`config.mk`:
```
export PLATFORM = sky130hd
export DESIGN_NAME = parity_stream_engine_flat
export DESIGN_NICKNAME = d
export VERILOG_FILES = /design/src/rtl/parity_stream_engine_if.sv /design/src/rtl/parity_stream_engine.sv /design/src/flat_wrapper.sv
export SDC_FILE = /design/constraint.sdc
export NUM_CORES = 1
export LEC_CHECK = 0
export BUFFER_PORTS_ARGS = -buffer_cell sky130_fd_sc_hd__buf_4
export CORE_UTILIZATION = 30
export CTS_BUF_LIST = sky130_fd_sc_hd__clkbuf_4 sky130_fd_sc_hd__clkbuf_8
export CTS_CLUSTER_DIAMETER = 30
export DETAILED_ROUTE_END_ITERATION = 6
export PLACE_DENSITY_LB_ADDON = 0.3
export SLEW_MARGIN = 15
export SYNTH_ARGS = -nofsm -noshare
export SYNTH_HDL_FRONTEND = slang
export SYNTH_SLANG_ARGS = --single-unit
```
`constraint.sdc`:
```
create_clock -name clk -period 2.9 [get_ports clk]
set_input_delay 0.29 -clock clk [delete_from_list [all_inputs] [get_ports clk]]
set_output_delay 0.29 -clock clk [all_outputs]
set_load 0.01 [all_outputs]
```
`src/rtl/parity_stream_engine_if.sv`:
```
// parity_stream_engine_if: input/output stream, parity control and error-stat signals of parity_stream_engine
interface parity_stream_engine_if #(parameter int DATA_W = 8, parameter int CNT_W = 16);
  logic [1:0] parity_type;
  logic s_valid;
  logic s_ready;
  logic [DATA_W-1:0] s_data;
  logic s_parity;
  logic m_valid;
  logic m_ready;
  logic [DATA_W-1:0] m_data;
  logic m_parity;
  logic m_err;
  logic err_sticky;
  logic [CNT_W-1:0] err_count;
  logic clr_err;
  modport master (
    output parity_type, s_valid, s_data, s_parity, m_ready, clr_err,
    input s_ready, m_valid, m_data, m_parity, m_err, err_sticky, err_count
  );
  modport slave (
    input parity_type, s_valid, s_data, s_parity, m_ready, clr_err,
    output s_ready, m_valid, m_data, m_parity, m_err, err_sticky, err_count
  );
endinterface

```
`src/rtl/parity_stream_engine.sv`:
```
// parity_stream_engine: 1-stage parity generate/check with valid/ready; error stats only when PARITY_ERR_STATS_EN is defined
module parity_stream_engine #(
  parameter int DATA_W = 8,
  parameter int CNT_W = 16
) (
  input logic clk,
  input logic reset,
  parity_stream_engine_if.slave bus
);
  logic w_accept, w_xor, w_par, w_err;
  logic r_valid, r_parity, r_err;
  logic [DATA_W-1:0] r_data;
  assign bus.s_ready = ~reset & (~r_valid | bus.m_ready);
  assign w_accept = bus.s_valid & bus.s_ready;
  assign w_xor = ^bus.s_data;
  assign w_par = bus.parity_type == 2'b01 ? ~w_xor : bus.parity_type == 2'b10 ? w_xor : 1'b1;
  assign w_err = bus.parity_type != 2'b00 && bus.s_parity != w_par;
  always_ff @(posedge clk)
    if (reset) begin
      r_valid <= 1'b0;
      r_data <= '0;
      r_parity <= 1'b1;
      r_err <= 1'b0;
    end else if (w_accept) begin
      r_valid <= 1'b1;
      r_data <= bus.s_data;
      r_parity <= w_par;
      r_err <= w_err;
    end else if (bus.m_ready) begin
      r_valid <= 1'b0;
    end
  assign bus.m_valid = r_valid;
  assign bus.m_data = r_data;
  assign bus.m_parity = r_parity;
  assign bus.m_err = r_err;
`ifdef PARITY_ERR_STATS_EN
  logic [CNT_W-1:0] r_cnt, w_cnt_base;
  logic r_sticky, w_sticky_base;
  // clear is folded in before the new error so a simultaneous error counts as 1
  assign w_cnt_base = bus.clr_err ? '0 : r_cnt;
  assign w_sticky_base = bus.clr_err ? 1'b0 : r_sticky;
  always_ff @(posedge clk)
    if (reset) begin
      r_cnt <= '0;
      r_sticky <= 1'b0;
    end else if (w_accept && w_err) begin
      r_cnt <= &w_cnt_base ? w_cnt_base : w_cnt_base + 1'b1;
      r_sticky <= 1'b1;
    end else begin
      r_cnt <= w_cnt_base;
      r_sticky <= w_sticky_base;
    end
  assign bus.err_count = r_cnt;
  assign bus.err_sticky = r_sticky;
`else
  logic w_unused_clr;
  assign w_unused_clr = bus.clr_err;
  assign bus.err_count = '0;
  assign bus.err_sticky = 1'b0;
`endif
endmodule
```
`src/flat_wrapper.sv`:
```
// flat-port wrapper written by rule: the top's interface ports become plain ports
module parity_stream_engine_flat 
#(
  parameter int DATA_W = 8,
  parameter int CNT_W = 16
)
  (clk, reset, bus_parity_type, bus_s_valid, bus_s_data, bus_s_parity, bus_m_ready, bus_clr_err, bus_s_ready, bus_m_valid, bus_m_data, bus_m_parity, bus_m_err, bus_err_sticky, bus_err_count);
  parity_stream_engine_if #(.DATA_W(DATA_W), .CNT_W(CNT_W)) bus_i ();
  input logic clk;
  input logic reset;
  input wire logic [$bits(bus_i.parity_type)-1:0] bus_parity_type;
  input wire logic [$bits(bus_i.s_valid)-1:0] bus_s_valid;
  input wire logic [$bits(bus_i.s_data)-1:0] bus_s_data;
  input wire logic [$bits(bus_i.s_parity)-1:0] bus_s_parity;
  input wire logic [$bits(bus_i.m_ready)-1:0] bus_m_ready;
  input wire logic [$bits(bus_i.clr_err)-1:0] bus_clr_err;
  output wire logic [$bits(bus_i.s_ready)-1:0] bus_s_ready;
  output wire logic [$bits(bus_i.m_valid)-1:0] bus_m_valid;
  output wire logic [$bits(bus_i.m_data)-1:0] bus_m_data;
  output wire logic [$bits(bus_i.m_parity)-1:0] bus_m_parity;
  output wire logic [$bits(bus_i.m_err)-1:0] bus_m_err;
  output wire logic [$bits(bus_i.err_sticky)-1:0] bus_err_sticky;
  output wire logic [$bits(bus_i.err_count)-1:0] bus_err_count;
  assign bus_i.parity_type = bus_parity_type;
  assign bus_i.s_valid = bus_s_valid;
  assign bus_i.s_data = bus_s_data;
  assign bus_i.s_parity = bus_s_parity;
  assign bus_i.m_ready = bus_m_ready;
  assign bus_i.clr_err = bus_clr_err;
  assign bus_s_ready = bus_i.s_ready;
  assign bus_m_valid = bus_i.m_valid;
  assign bus_m_data = bus_i.m_data;
  assign bus_m_parity = bus_i.m_parity;
  assign bus_m_err = bus_i.m_err;
  assign bus_err_sticky = bus_i.err_sticky;
  assign bus_err_count = bus_i.err_count;
  parity_stream_engine #(.DATA_W(DATA_W), .CNT_W(CNT_W)) u_core (.clk(clk), .reset(reset), .bus(bus_i));
endmodule
```
=== Word level (Yosys, flattened, before mapping) ===
Cells that the tools add are included.

* Register bits: 11
* Bits of input ports: 16
* Output and inout bits: 29
* Logic and storage cells: 21

* Equal/unequal tests: 3
* Multiplexer cells: 4
* Bitwise logic cells: 6
* Reductions and logical operators: 4

{| class="wikitable"
|+ Operators with widths
! cell !! count
|-
| XOR reduction 8 bit || 1
|-
| 2-to-1 mux 1 bit || 4
|-
| nonzero test 2 bit || 2
|-
| NOT 1 bit || 3
|-
| AND 1 bit || 2
|-
| equality test 2 x 1 -> 1 bit (second input constant) || 1
|-
| equality test 2 bit (second input constant) || 1
|-
| logical AND 1 bit || 1
|-
| inequality test 1 bit || 1
|-
| OR 1 bit || 1
|}

=== Longest topological paths before layout ===
* Word-level depth: 5
* Gate-level depth with buffers: 6
* Mapped depth without buffers: 5

=== Worst setup path after synthesis ===
Ideal clock, no wire load.

* Kind: register -> register
* From: register u_core.r_valid, in the netlist u_core.bus.m_valid
* To: register u_core.r_err, in the netlist u_core.bus.m_err
* Library setup time: 0.062 ns
* Data arrival time: 1.313 ns
* Data required time: 2.838 ns
* Slack: 1.525 ns
* Cell stages (with the launch flop): 7
* Buffers on the path: 1
* Period minus slack after synthesis: 1.375 ns
* Cell sequence: dfxtp_1 nor2b_1 nor2_1 and2_1 clkbuf_1 o211ai_1 nand3_1

* Cells in the longest elaborated chain, start to end: 4

{| class="wikitable"
|+ Ends and longest elaborated chain
! item !! line !! RTL
|-
| start: declaration || parity_stream_engine.sv:11 || <nowiki>logic r_valid, r_parity, r_err;</nowiki>
|-
| start signal: assignment || parity_stream_engine.sv:20 || <nowiki>r_valid <= 1'b0;</nowiki>
|-
| start signal: assignment || parity_stream_engine.sv:25 || <nowiki>r_valid <= 1'b1;</nowiki>
|-
| start signal: assignment || parity_stream_engine.sv:30 || <nowiki>r_valid <= 1'b0;</nowiki>
|-
| NOT 1 bit || parity_stream_engine.sv:13 || <nowiki>assign bus.s_ready = ~reset & (~r_valid | bus.m_ready);</nowiki>
|-
| OR 1 bit || parity_stream_engine.sv:13 ||
|-
| AND 1 bit || parity_stream_engine.sv:13 ||
|-
| named net bus_s_ready || flat_wrapper.sv:17 || <nowiki>output wire logic [$bits(bus_i.s_ready)-1:0] bus_s_ready;</nowiki>
|-
| AND 1 bit || parity_stream_engine.sv:14 || <nowiki>assign w_accept = bus.s_valid & bus.s_ready;</nowiki>
|-
| end signal: assignment || parity_stream_engine.sv:28 || <nowiki>r_err <= w_err;</nowiki>
|-
| end: declaration || parity_stream_engine.sv:11 ||
|}

The timed path passes the listed nets, and every way through them passes these cells.
A chain may end at the register's enable or synchronous reset.

=== Worst setup path after layout ===
* From: register u_core.r_valid, in the netlist u_core.bus.m_valid
* To: register u_core.r_err, in the netlist u_core.bus.m_err

* Cells in the longest elaborated chain, start to end: 4

{| class="wikitable"
|+ Ends and longest elaborated chain
! item !! line
|-
| NOT 1 bit || parity_stream_engine.sv:13
|-
| OR 1 bit || parity_stream_engine.sv:13
|-
| AND 1 bit || parity_stream_engine.sv:13
|-
| AND 1 bit || parity_stream_engine.sv:14
|}

No other way between the ends.

==> results list <==
- Run status: finished clean
- Area overhead of the layout relative to synthesis: 28.2%
- DRT Wirelength: approximately 1.3 mm
* Family with the most delay on the worst path: simple AND/OR/NAND/NOR gates
- Initial antenna violation count: 0
* Nature of the critical path startpoint: flip-flop
- On the final layout, the worst hold slack is about 0.22 ns.
* Total clock buffers created by CTS: 3
- The first global-routing pass estimated 2.13 mm of wire.
- TritonCTS clock tree: done
* Final cycle utilization of the critical path: 47.0%
- The min-delay analysis places its worst path in the category in2reg.
* Row cnt: 16
- Kind of end point of the critical path: flip-flop
* Insertion delay to the later sink of the worst-skew pair: 0.26 ns
* Root cell of the clock tree: clkbuf_4
- Weighted congestion at the end of routability-driven global placement: 0.681
* Cts hold-fix bufs: 0
- Final number of setup-violating endpoints: 0
- Critical path data required time: 3.11 ns
- Walking the worst path, the cells encountered are nor2b_1 -> nor2_1 -> nand2_1 -> a211o_1 -> nand3_1.
* Horizontal extent of the die: between 40 and 50 µm
* Yosys warns: 0
- Of the cells placed in the final design, the portion with a size suffix greater than 1 is 28.4%.
- Number of sinks driven by the clock tree: 11
- The die is slightly below 50 µm tall.
- After detailed routing, the number of vias per cell comes to around 4.1.
- Final Skew: roughly 0.0029 ns
- Along the worst path, the maximum fanout reaches 10.
* Post_cts resized: 0
* Power density cells: 463 nW/µm²
- At the end of the flow, the number of nets in the layout was 126.
* Reg area: approximately 220 µm²
- Post-Synthesis Mean Instance Area: 7.96 µm²
* RSZ-0062 raised after global routing: no
- Post-layout min period: 1.36 ns
* Slowest stage cell, crit path: a211o_1
- Floorplan die area: 2370 µm²
- Number of inserted diodes: 0
- Highest clock rate: 733 MHz
- Final Max Tran Viols: 0
- Setup total negative slack on the finished layout was measured at 0 ns.
- Estimated wirelength of the detail-placed design: ~940 µm
- Buffers added to address setup during post-CTS repair amount to 0.
- Port buffering added 26 buffers.
* Multi-input gate area: between 300 and 400 µm²
* Overall via count from detail_route: between 500 and 600
- Data arrival time of the critical path: 1.57 ns
* LEAKAGE: 0.426 nW
- Max-cap viol count: 0
* Clock input transition at the sequential cells of the worst setup and hold paths: 0.07 ns
* Worst Path Buf+Inv: 0
- Reg-to-reg setup timing slack: between 1.5 and 2 ns
- Hold violation total from the final report: 0
* Antenna Nets Post-Route: 0
- Global routing used 11.4% of the available tracks.
- Number of ports placed on the die boundary: between 40 and 50
- Synth unique cells: 20
* Via count of the first global-routing pass: 526
- The critical path is of the reg2reg type.
* Number of levels in the clock H-tree: 1
- Remaining design rule violation count: 0
- After the first detailed-routing iteration, the DRC count stood at 16.
- The synthesized design contains 11 register bits.
* Stage delay of the slowest cell on the critical path: 0.36 ns
- Wirelength per Cell: 9.19 µm
- Entering global routing, the biggest net connects 13 pins.
- Synthesis produced 82 cells.
* Effective utilization at floorplan: 32.6%
- Summing every instance area after synthesis gives between 600 and 700 µm².
* IR drop worst, VDD: around 0.26 mV
* Fraction of the yosys area taken by sequential cells: 33.7%
- Total gr overflow: 0
- The floorplan step defined a core boundary enclosing ~2000 µm².
- Fill cells: 218
- The first detailed-routing pass ran for 5 iterations.
- The clock passes through at most 2 buffers.
==> where the power goes <==
| part | internal (W) | total [W] | switching, W |
|---|---|---|---|
| clock network | 0.0000625 | 0.000112 | 0.0000499 |
| logic | 0.0000521 | 0.000104 | 0.0000522 |
| registers | 0.000164 | 0.000171 | 0.00000706 |
==> state kept, by name, indices dropped and copies added (netlist names) <==
name	count
u_core.bus.m_err	1
u_core.bus.m_valid	1
u_core.bus.m_parity	1
u_core.bus.m_data	8
==> cells by family after synthesis <==
| logic type | share of synthesized area [%] |
|---|---|
| and+or+nand+nor | 30.3 |
| buffers and inverters | 21.3 |
| DFF | 33.7 |
| xor gates and xnor gates | 9.39 |
| AOI/OAI and AO/OA | 3.26 |
| muxes | 1.53 |
| other | 0.574 |
==> layer usage <==
metal	GRT usage (%)	routed length [µm]	vias up
met5	0	0	-
met4	5.39	0	0
met3	3.77	88	0
met2	17.6	576	25
met1	14.1	585	247
li1	-	-	282
==> layout make-up <==
| type | count | area share (%) |
|---|---|---|
| tap | 27 | 4.04 |
| inverter | 1 | 0.448 |
| clock buffer | 4 | 3.59 |
| timing repair buffer | 26 | 23.3 |
| sequential | 11 | 26.3 |
| multi-input combinational | 67 | 42.3 |
==> worst reg2reg max path: cells and delay by family (launching register included) <==
kind	cells	cell delay (ns)
and+or+nand+nor	4	0.64
AOI/OAI and AO/OA	1	0.36
DFF	1	0.31
==> cells in the mapped netlist <==
master     n  share of area (%)
nand2_1   18                 10
buf_4     17                 20
dfxtp_1   11                 34
nand3b_1   9                 10
xnor2_1    6                8.0
nor2_1     4                2.3
clkbuf_1   2                1.1
nand2b_1   2                1.9
nor2b_1    2                1.9
a211o_1    1                1.3
a21oi_1    1               0.77
and2_1     1               0.96
conb_1     1               0.57
inv_1      1               0.57
mux2i_1    1                1.5
nand3_1    1               0.77
nor3_1     1               0.77
o211ai_1   1                1.1
or2_2      1               0.96
xor2_1     1                1.3
==> layout by cell type, fill, tap and decap left out, types with 2 or more instances in the layout <==
cell type	Yosys	layout
clkbuf_4	0	4
nand3b_1	9	9
conb_1	1	17
nand2_1	18	18
nand2b_1	2	2
nor2b_1	2	2
buf_4	17	26
dfxtp_1	11	11
nor2_1	4	4
xnor2_1	6	6
==> through the flow <==
stage	setup WS, ns	power (W)	instance area (µm²)	instances	util [%]
final	1.54	0.000388	837	136	41.8
after global placement	1.45	0.000278	807	132	40.3
after global routing	1.44	0.000415	837	136	41.8
after CTS	1.54	0.000394	837	136	41.8
after detailed placement	1.46	0.000279	807	132	40.3
after floorplan	1.53	0.000251	713	98	-
==> worst paths after layout <==
path	endpoint	cells after the start	start
worst max-delay path	u_core.bus.m_err	5	u_core.bus.m_valid
worst min-delay path	u_core.bus.m_data[2]	3	bus_s_data[2]
worst max register to register	u_core.bus.m_err	5	u_core.bus.m_valid
worst min register to register	u_core.bus.m_data[6]	2	u_core.bus.m_data[6]
Power figures use the tool's default switching activity.
